[src/rtl/multicycle_sequencer.sv]
// Multi-cycle FETCH/DECODE/EXEC/MEM/WB sequencer issuing PC/IR/regfile/memory strobes for KGPminiRISC.
// Strobes are combinational from state plus inputs; memory stalls are held by mem_ready, bounded by MEM_TIMEOUT.
module multicycle_sequencer #(
  parameter int MEM_TIMEOUT = 16,
  parameter int CNT_W       = 32
) (
  input  logic             clk,
  input  logic             rst_n,
  input  logic             start,
  input  logic             stop,
  input  logic [5:0]       opcode,
  input  logic             mem_ready,
  input  logic             branch_taken,
  output logic             mem_req,
  output logic             mem_we,
  output logic             addr_sel,
  output logic             ir_write,
  output logic             pc_write,
  output logic [1:0]       pc_src,
  output logic             reg_write,
  output logic             busy,
  output logic             halted,
  output logic             illegal,
  output logic             bus_err,
  output logic [CNT_W-1:0] instr_count
);

  localparam int WW = $clog2(MEM_TIMEOUT + 1);

  typedef enum logic [2:0] {
    S_IDLE, S_FETCH, S_DECODE, S_EXEC, S_MEM, S_WB, S_HALT
  } state_t;

  typedef enum logic [2:0] {
    C_ALU, C_LW, C_SW, C_BR, C_COND, C_JMP, C_BL, C_ILL
  } cls_t;

  state_t        state, state_nxt;
  cls_t          cls;
  logic [WW-1:0] wait_cnt, wait_nxt;
  logic          timeout;
  logic          retire;
  logic          set_ill;
  logic          set_be;

  always_comb begin
    case (opcode)
      6'b000000, 6'b000001:                         cls = C_ALU;
      6'b000010:                                    cls = C_LW;
      6'b000011:                                    cls = C_SW;
      6'b000100:                                    cls = C_BR;
      6'b000101, 6'b000110, 6'b000111,
      6'b001010, 6'b001011:                         cls = C_COND;
      6'b001000:                                    cls = C_JMP;
      6'b001001:                                    cls = C_BL;
      default:                                      cls = C_ILL;
    endcase
  end

  // Timeout fires on the MEM_TIMEOUT-th consecutive cycle without ready.
  assign timeout = (wait_cnt == WW'(MEM_TIMEOUT - 1));

  always_comb begin
    state_nxt = state;
    wait_nxt  = wait_cnt;
    mem_req   = 1'b0;
    mem_we    = 1'b0;
    addr_sel  = 1'b0;
    ir_write  = 1'b0;
    pc_write  = 1'b0;
    pc_src    = 2'b00;
    reg_write = 1'b0;
    retire    = 1'b0;
    set_ill   = 1'b0;
    set_be    = 1'b0;
    case (state)
      S_IDLE: begin
        if (start) begin
          state_nxt = S_FETCH;
          wait_nxt  = '0;
        end
      end
      S_FETCH: begin
        mem_req = 1'b1;
        if (mem_ready) begin
          ir_write  = 1'b1;
          pc_write  = 1'b1;
          wait_nxt  = '0;
          state_nxt = S_DECODE;
        end else if (timeout) begin
          set_be    = 1'b1;
          state_nxt = S_HALT;
        end else begin
          wait_nxt = wait_cnt + WW'(1);
        end
      end
      S_DECODE: begin
        if (cls == C_ILL) begin
          set_ill   = 1'b1;
          state_nxt = S_HALT;
        end else begin
          state_nxt = S_EXEC;
        end
      end
      S_EXEC: begin
        case (cls)
          C_ALU: state_nxt = S_WB;
          C_LW, C_SW: begin
            state_nxt = S_MEM;
            wait_nxt  = '0;
          end
          C_BR: begin
            pc_write = 1'b1;
            pc_src   = 2'b01;
            retire   = 1'b1;
          end
          C_JMP: begin
            pc_write = 1'b1;
            pc_src   = 2'b10;
            retire   = 1'b1;
          end
          C_BL: begin
            pc_write  = 1'b1;
            pc_src    = 2'b10;
            reg_write = 1'b1;
            retire    = 1'b1;
          end
          C_COND: begin
            pc_write = branch_taken;
            pc_src   = 2'b10;
            retire   = 1'b1;
          end
          default: begin
            set_ill   = 1'b1;
            state_nxt = S_HALT;
          end
        endcase
      end
      S_MEM: begin
        mem_req  = 1'b1;
        addr_sel = 1'b1;
        mem_we   = (cls == C_SW);
        if (mem_ready) begin
          wait_nxt = '0;
          if (cls == C_SW) retire = 1'b1;
          else             state_nxt = S_WB;
        end else if (timeout) begin
          set_be    = 1'b1;
          state_nxt = S_HALT;
        end else begin
          wait_nxt = wait_cnt + WW'(1);
        end
      end
      S_WB: begin
        reg_write = 1'b1;
        retire    = 1'b1;
      end
      default: ;
    endcase
    if (retire) begin
      state_nxt = stop ? S_IDLE : S_FETCH;
      wait_nxt  = '0;
    end
  end

  assign busy   = (state != S_IDLE) && (state != S_HALT);
  assign halted = (state == S_HALT);

  always_ff @(posedge clk or negedge rst_n) begin
    if (!rst_n) begin
      state       <= S_IDLE;
      wait_cnt    <= '0;
      instr_count <= '0;
      illegal     <= 1'b0;
      bus_err     <= 1'b0;
    end else begin
      state    <= state_nxt;
      wait_cnt <= wait_nxt;
      if (retire)  instr_count <= instr_count + CNT_W'(1);
      if (set_ill) illegal     <= 1'b1;
      if (set_be)  bus_err     <= 1'b1;
    end
  end

endmodule

[config.mk]
export PLATFORM = sky130hd
export DESIGN_NAME = multicycle_sequencer
export DESIGN_NICKNAME = d
export VERILOG_FILES = /design/src/rtl/multicycle_sequencer.sv
export SDC_FILE = /design/constraint.sdc
export NUM_CORES = 1
export LEC_CHECK = 0
export BUFFER_PORTS_ARGS = -buffer_cell sky130_fd_sc_hd__buf_4
export CAP_MARGIN = 20
export CORE_UTILIZATION = 49
export DETAILED_ROUTE_END_ITERATION = 6
export HOLD_SLACK_MARGIN = 0.1
export PLACE_DENSITY = 0.77
export SLEW_MARGIN = 20
export SYNTH_ARGS = -nofsm -noshare
export SYNTH_HDL_FRONTEND = slang
export SYNTH_SLANG_ARGS = --single-unit
[constraint.sdc]
create_clock -name clk -period 2 [get_ports clk]
set_input_delay 0.4 -clock clk [delete_from_list [all_inputs] [get_ports clk]]
set_output_delay 0.4 -clock clk [all_outputs]
set_load 0.05 [all_outputs]
=== Yosys cells after proc, flatten, opt, wreduce, memory -nomap -nowiden ===
Memories as Yosys holds them, arrays and structs flattened.
Cells that the tools add are included.
Widths: inputs -> output; s select.

* Register bits after elaboration: 42
* Memory bits (read-only): 48
* Input port bits: 12
* Output and inout port bits: 44
* Word-level logic and storage cells: 81
* Memories: 1

{| class="wikitable"
|+ Memories
! memory !! words !! bits a word !! read ports !! clocked after memory_dff !! wr ports !! line !! RTL
|-
| (no name shown) || 16 || 3 || 1 || 0 || 0 || 47 || <nowiki>case (opcode)</nowiki>
|}

* $add $sub $neg: 2
* Equal/unequal tests: 20
* Multiplexer cells: 38
* Reductions and logical operators: 15

{| class="wikitable"
|+ Operators by type and width
! operator !! number
|-
| $add 32x1->32 const B || 1
|-
| $mux 5 || 5
|-
| $mux 3 || 8
|-
| $eq 3x3->1 const B || 7
|-
| $mux 1 || 15
|-
| $pmux 3 s5 || 1
|-
| $pmux 5 s3 || 1
|-
| $eq 3x2->1 const B || 4
|-
| $ne 3x3->1 const B || 4
|-
| $pmux 3 s3 || 1
|-
| $pmux 1 s2 || 4
|-
| $reduce_and 4->1 || 2
|-
| $reduce_or 7->1 || 1
|-
| $eq 3x1->1 const B || 2
|-
| $logic_not 3->1 || 2
|-
| $reduce_bool 6->1 || 1
|-
| $reduce_or 3->1 || 2
|-
| $add 5x1->5 const B || 1
|-
| $eq 5x4->1 const B || 1
|-
| $ne 4x3->1 const B || 1
|-
| $ne 4x4->1 const B || 1
|-
| $pmux 2 s2 || 1
|-
| $reduce_bool 4->1 || 1
|-
| $reduce_or 2->1 || 2
|-
| other kinds (6) || 6
|}

=== Logic depth before layout (Yosys ltp) ===
Gate-level depths: netlist of the first run.

* Word-level depth: 8
* Gate-level depth with buffers: 8
* Depth with buffers taken out: 8

=== Worst setup path after synthesis of the first run ===
OpenSTA, ideal clock, no wires.

* Kind: reg2reg
* Start point: reg state[0]
* End point: reg instr_count[3]
* Library setup time: 0.143 ns
* Arrival: 3.207 ns
* Data required time: 1.857 ns
* Setup slack: -1.350 ns
* Cell stages (with the launch flop): 7
* Buffers on the path: 1
* Clock period less this slack: 3.350 ns
* Cell sequence: dfrtp_1 nor3b_1 and4_1 a22o_2 buf_4 nand4_1 xnor2_1

* Cells in the longest elaborated chain, start to end: 2
* Elaborated cells on any way between the ends: 4
* Those cells by class: 3 x eq/ne; 1 x mux

{| class="wikitable"
|+ Ends and longest elaborated chain
! what !! line !! RTL
|-
| from (decl) || 38 || <nowiki>state_t state, state_nxt;</nowiki>
|-
| from (signal assigned) || 177 || <nowiki>state <= state_nxt;</nowiki>
|-
| $eq 3x3->1 or $eq 3x2->1 (tied branches) || 76 || <nowiki>case (state)</nowiki>
|-
| $pmux 1 s3 (*) || 76 ||
|-
| to (signal assigned) || 179 || <nowiki>if (retire) instr_count <= instr_count + CNT_W'(1);</nowiki>
|-
| to (decl) || 25 || <nowiki>output logic [CNT_W-1:0] instr_count</nowiki>
|}

Every way passes the cells marked *; elsewhere a longest branch is shown, timed or not.
A chain may end at the register's enable or synchronous reset.

=== Final worst setup path of the first run ===
* Start point: reg state[2]
* End point: out reg_write

* Cells in the longest elaborated chain, start to end: 2
* Elaborated cells on any way between the ends: 3
* Those cells by class: 2 x eq/ne; 1 x mux

{| class="wikitable"
|+ Ends and longest elaborated chain
! what !! line !! RTL
|-
| $eq 3x3->1 or $eq 3x2->1 (tied branches) || 76 ||
|-
| $pmux 1 s2 (*) || 76 ||
|-
| to (decl) || 20 || <nowiki>output logic reg_write,</nowiki>
|}

Marked as above.

==> results.tsv, run 1 <==
metric	value	unit
clk_path_buf_depth	2	
die_w	72.20	um
yosysWarnings	0	
grt_pass1_wl	10.32	mm
dr.first_iter.drc_count	137	
place.port_buffers	55	
grtUsageMet3	0.05556	
peakVddDrop	875.5	uV
post-route-period-util	1.204	
synth_area	0.002415	mm2
num_rows	25	
dp_cells	379	
syn_to_final_growth	53.11	%
status	finished, violations left	
cp-end-kind	output pin	
dieArea	0.005213	mm2
n_antenna_cell	0	
rsz0062_at_grt	true	
maxCapViolCount	0	
yosysTopAreaCellShare	0.4352	
antenna_left	0	
avgSynthCellArea	9.816	um2
grt_max_degree	43	
grt_overflow_total	0	
post_layout_nonfiller_instances	404	
place_worst_setup_slack	-0.3269	ns
layout.nets	351	
layout_setup_ws	-0.4076	ns
cp_slowest_cell	or4_4	
cts-root-buf	clkbuf_8	
syn_inst	246	
required	1.60	ns
power_density	1022	mW/mm2
finalCriticalPeriod	2.408	ns
antenna_found_initial	0	
met1_usage	0.3312	
fin_util	0.7828	
drive_above_1_share	0.4748	
max_freq	415.4	MHz
relSlewSlack	0.6347	
start_util	0.5113	
clk_latency	0.31	ns
vias	2326	
core	0.004723	mm2
path_max_fanout	3	
yosys.area.top_type	dfrtp_1	
critPathMaxStageDelay	0.51	ns
grt_usage	0.2563	
violations	setup timing	
postLayoutCellArea	0.003697	mm2
place.gp.congestion	0.8767	
cts_tree	done	
final.setup.tns	-4.597	ns
io_pins	56	
clk_pin_slew	0.08	ns
synthTopCellsByArea	dfrtp_1 (44%), xnor2_1 (6.5%), xor2_1 (5.4%)	
place_hpwl	4.230	mm
finalHoldViolations	0	
criticalPathCategory	flop to output pin	
skew	0.01183	ns
synth_seq_cells	42	
busiest_layer	met2	
tightest_slew	0.5437	ns
synth_nets	261	
first_pass_iters	4	
finalSetupViolCount	43	
hp-class	input port to flop	
path_cells	or4b_4, or4_4, a21oi_4, buf_6	
cp.arrival	2.01	ns
grt_pass1_vias	2153	
wirelength	6.962	mm
die_h	72.20	um
cp-start-kind	flop	
postPlaceCellArea	0.003227	mm2
synth_cell_types	47	
via_per_inst	5.757	
ys_seq_area_frac	0.4352	
slew_violations	0	
power_leakage	1.861	nW
clock-sinks	42	
drt-wirelength-per-cell	17.23	um
drc_errors	0	
htree_levels	2	
use_met2	0.4320	
cts_inserted_buffers	5	
critical path: cells and delay by family, from the launching register on:
kind,cells,cell delay [ns]
flops,1,0.39
buf+inv,1,0.17
compound gates,1,0.14
simple gates,2,1.01
where the power goes:
group / total, mW / switching [mW] / internal, mW / leakage (nW)
Clock: 0.710 / 0.335 / 0.375 / 0.0585
Combinational: 2.00 / 1.23 / 0.777 / 1.26
Sequential: 1.06 / 0.113 / 0.951 / 0.541
final timing paths:
kind	start	endpoint	slack [ns]	cells past startpoint
setup / recovery	state[2]	reg_write	-0.41	4
hold / removal	stop	state[0]	0.26	2
setup reg to reg	state[2]	instr_count[21]	-0.24	9
hold reg to reg	bus_err	bus_err	0.48	1
max in group asynchronous	rst_n	state[0]	0.97	2
min in group asynchronous	rst_n	instr_count[20]	0.61	2
registers in the layout, indices dropped and copies added (netlist names):
register	flops
instr_count	32
illegal	1
bus_err	1
wait_cnt	5
state	3
metal layers:
| layer | vias to the layer above | wire [um] | part of all wire |
|---|---|---|---|
| li1 | 1086 | - | - |
| met1 | 1169 | 2874 | 0.41 |
| met2 | 64 | 3714 | 0.53 |
| met3 | 7 | 293 | 0.042 |
| met4 | 0 | 79 | 0.011 |
| met5 | - | 0 | 0 |
cell usage after synthesis, drive strengths merged:
cell	instances
a211oi	1
a21o	2
a21oi	8
a221oi	2
a22o	1
a31o	1
a31oi	3
a32oi	1
and2	4
and3	6
and4	3
buf	4
clkbuf	8
dfrtp	42
ha	3
inv	8
mux2	1
nand2	11
nand2b	5
nand3	21
nand4	13
nor2	16
nor2b	2
nor3	10
nor3b	2
nor4	8
nor4b	1
o2111ai	1
o211ai	2
o21a	1
o21ai	7
o21bai	1
o22ai	2
o31ai	1
o32ai	1
or2	1
or3	4
or4	4
or4b	1
xnor2	18
xor2	15
cell type report:
type	count	area, um2
Clock buffer	5	68.82
Clock inverter	3	43.79
Fill cell	313	1026
Inverter	8	30.03
Multi-Input combinational cell	186	1615
Sequential cell	42	1065
Tap cell	67	83.83
Timing Repair Buffer	93	790.8
cell usage in the layout (no fill, tap or decap), types with 3 or more instances in the layout:
cell	count
and3_1	6
o21ai_0	6
a21oi_1	7
and2_1	4
a31oi_1	3
dfrtp_2	11
nor2_1	13
nand3_1	14
inv_1	8
dfrtp_1	31
buf_4	78
xnor2_1	17
xor2_1	15
buf_6	10
nor4_4	7
clkbuf_8	5
nand3_2	7
or3_1	3
nand4_1	12
a22o_4	3
nand2b_1	5
nor3_4	8
nand2_1	9
nor2_4	3
metrics by stage:
| stage | power (mW) | hold slack (ns) |
|---|---|---|
| 5_1_grt | 3.942 | 0.2500 |
| 4_1_cts | 3.551 | 0.2767 |
| 3_5_place_dp | 2.773 | 0.4151 |
| 6_report | 3.779 | 0.2598 |
| 2_1_floorplan | 2.258 | 0.1044 |
| 3_3_place_gp | 2.750 | 0.4178 |
cells by family after synthesis:
logic type | count (synthesis) | share of synthesized area
flops | 42 | 0.4352
mux | 1 | 0.004663
xor+xnor | 33 | 0.1197
buf+inv | 20 | 0.03679
compound gates | 35 | 0.1073
simple gates | 112 | 0.2808
fa+ha+maj | 3 | 0.01555
repair_timing:
action | 4_1_cts | 5_1_grt
pin swaps | 7 | 25
hold endpoints to repair | 42 | 0
setup buffers | 3 | 10
gates cloned | 2 | 1
resized for setup | 15 | 21
hold buffers | 1 | 0
setup endpoints to repair | 15 | 33
No activity file was read; power rests on OpenSTA's default activity.
==> run 2, diff against run 1 <==
--- a/config.mk
+++ b/config.mk
@@ -8,6 +8,7 @@
 export BUFFER_PORTS_ARGS = -buffer_cell sky130_fd_sc_hd__buf_4
 export CAP_MARGIN = 20
 export CORE_UTILIZATION = 49
+export CTS_BUF_LIST = sky130_fd_sc_hd__clkbuf_16
 export DETAILED_ROUTE_END_ITERATION = 6
 export HOLD_SLACK_MARGIN = 0.1
 export PLACE_DENSITY = 0.77
==> run 2 against run 1 <==
Compared with the run above:
- the flow still finishes with violations (setup timing)
- total power is 3.1% higher
- critical path depth stayed put
- maximum frequency is 1.2% higher
- die area stayed put
- sequential cell count stayed put
- combinational power is 7% lower
- worst hold slack worse by 0.18 ns
- final area hardly changed
- routed wire length is 1.2% lower
- first-iteration DRC count is 13% lower
- sequential share of layout area hardly changed
==> results.tsv, run 2 (same netlist as run 1, synthesis figures left out) <==
metric	value	unit	change
fin_util	0.7823		about the same
die_h	72.20	um	unchanged
hp-class	input port to async pin		
relSlewSlack	0.6279		-0.006823
grtUsageMet3	0.05139		-0.004167
drive_above_1_share	0.4669		-0.007910
antenna_found_initial	0		unchanged
place.port_buffers	55		unchanged
layout_setup_ws	-0.3780	ns	+0.02956 ns
io_pins	56		unchanged
place.gp.congestion	0.8767		unchanged
post-route-period-util	1.189		-0.01478
layout_common_cells	buf_4 (75), dfrtp_1 (31), xnor2_1 (17)		
dieArea	0.005213	mm2	unchanged
num_rows	25		unchanged
swShare	0.4219		-0.02161
grt_max_degree	43		unchanged
hold-worst-slack	0.08484	ns	-0.1750 ns
cts-root-buf	clkbuf_16		
final_common_cell	buf_4		
finalHoldViolations	0		unchanged
clk_latency	0.29	ns	-0.02 ns
maxCapViolCount	0		unchanged
switching_power	1.643	mW	-2.0%
place_worst_setup_slack	-0.3269	ns	unchanged
p_clk_frac	0.240		+0.052
finalSetupViolCount	32		-26%
slew_violations	0		unchanged
htree_levels	2		unchanged
cts_tree	done		
status	finished, violations left		
reg2reg_slack	-0.22	ns	+0.02 ns
wirelength	6.880	mm	-1.2%
reg2reg_to	instr_count[18]		
largest_reg_flops	32		unchanged
layout.nets	346		-1.4%
rsz0062_at_grt	true		
core	0.004723	mm2	unchanged
start_util	0.5113		unchanged
drt-wirelength-per-cell	17.24	um	about the same
met1_usage	0.3330		+0.001800
antenna_left	0		unchanged
grt_pass1_wl	10.38	mm	+0.60%
register_area	0.001065	mm2	unchanged
violations	setup timing		
path_max_fanout	3		unchanged
first_pass_iters	4		unchanged
peakVddDrop	994.9	uV	+14%
n_antenna_cell	0		unchanged
die_w	72.20	um	unchanged
power_density	1054	mW/mm2	+3.1%
regMostFlops	instr_count		
pwr-share-comb	0.479		-0.052
clock-sinks	42		unchanged
cp-start-kind	flop		
tightest_slew	0.5539	ns	+0.01016 ns
criticalPathCategory	flop to output pin		
use_met2	0.4372		+0.005192
startpoint	state[2]		
dr.first_iter.drc_count	119		-13%
reg_top3	instr_count (32), wait_cnt (5), state (3)		
cp.arrival	1.98	ns	-0.03 ns
busiest_layer	met2		
clk_path_buf_depth	2		unchanged
required	1.60	ns	about the same
vias	2310		-0.69%
power_frac_seq	0.281		about the same
skew	0.007421	ns	-0.004410 ns
cp-end-kind	output pin		
drc_errors	0		unchanged
via_per_inst	5.789		+0.56%
grt_pass1_vias	2185		+1.5%
grt_overflow_total	0		unchanged
critical_path.reg2reg.startpoint	state[2]		
place_hpwl	4.230	mm	unchanged
max_freq	420.5	MHz	+1.2%
multi_input_area	0.001612	mm2	-0.23%
finalCriticalPeriod	2.378	ns	-0.02956 ns
grt_usage	0.2566		+0.0002983
syn_to_final_growth	53.01	%	about the same
cts_inserted_buffers	5		unchanged
intPower	2.252	mW	+7.1%
n_fill_cell	313		unchanged
clk_pin_slew	0.06	ns	-0.02 ns
power_leakage	1.845	nW	-0.88%
r2r_cells	8		-1
-- run 2: power by group through the flow --
stage               sequential, mW  combinational, mW  clock, mW
finish                        1.09               1.86      0.936
global route                  1.12               1.98      0.974
CTS                           1.09               1.75      0.949
detailed placement            1.10               1.68          0
global placement              1.10               1.65          0
floorplan                     1.27              0.983          0
-- run 2: final cells by class --
cell class,instances,area share
clock buffers,5,0.03386
clock inverters,3,0.01185
inverters,8,0.008127
multi-input cells,186,0.4362
flip-flops and latches,42,0.2882
well taps,67,0.02269
repair buffers,88,0.1991
-- run 2: how the worst max path moves through the flow --
stage	endpoint	slack (ns)
2_1_floorplan	pc_src[0]	-0.31
3_3_place_gp	reg_write	-0.31
3_5_place_dp	reg_write	-0.33
4_1_cts	reg_write	-0.39
5_1_grt	reg_write	-0.42
6_report	reg_write	-0.38
-- run 2: repair_timing --
item / in CTS / in global routing
pin swaps: 5 / 26
resized for setup: 16 / 20
cloned: 2 / 1
setup buffers: 3 / 7
endpoints found under the setup margin: 18 / 31
hold buffers: 0 / 0
-- run 2: stage by stage --
stage	instances	total power [mW]	setup TNS, ns	cell area, um2
3_3_place_gp	379	2.750	-6.163	3227
4_1_cts	392	3.791	-1.379	3532
5_1_grt	399	4.072	-6.389	3695
2_1_floorplan	246	2.258	-4.617	2624
6_report	399	3.895	-3.739	3695
3_5_place_dp	379	2.773	-7.000	3227
-- run 2: critical path: stages, from the launching register on --
cell and delay [ns]:
dfrtp_1 0.38, or4b_4 0.50, or4_4 0.50, a21oi_4 0.14, buf_6 0.17
-- run 2: metal layers --
layer,vias to the layer above,part of all wire
li1,1071,-
met1,1158,0.42
met2,70,0.52
met3,11,0.051
met4,0,0.015
met5,-,0
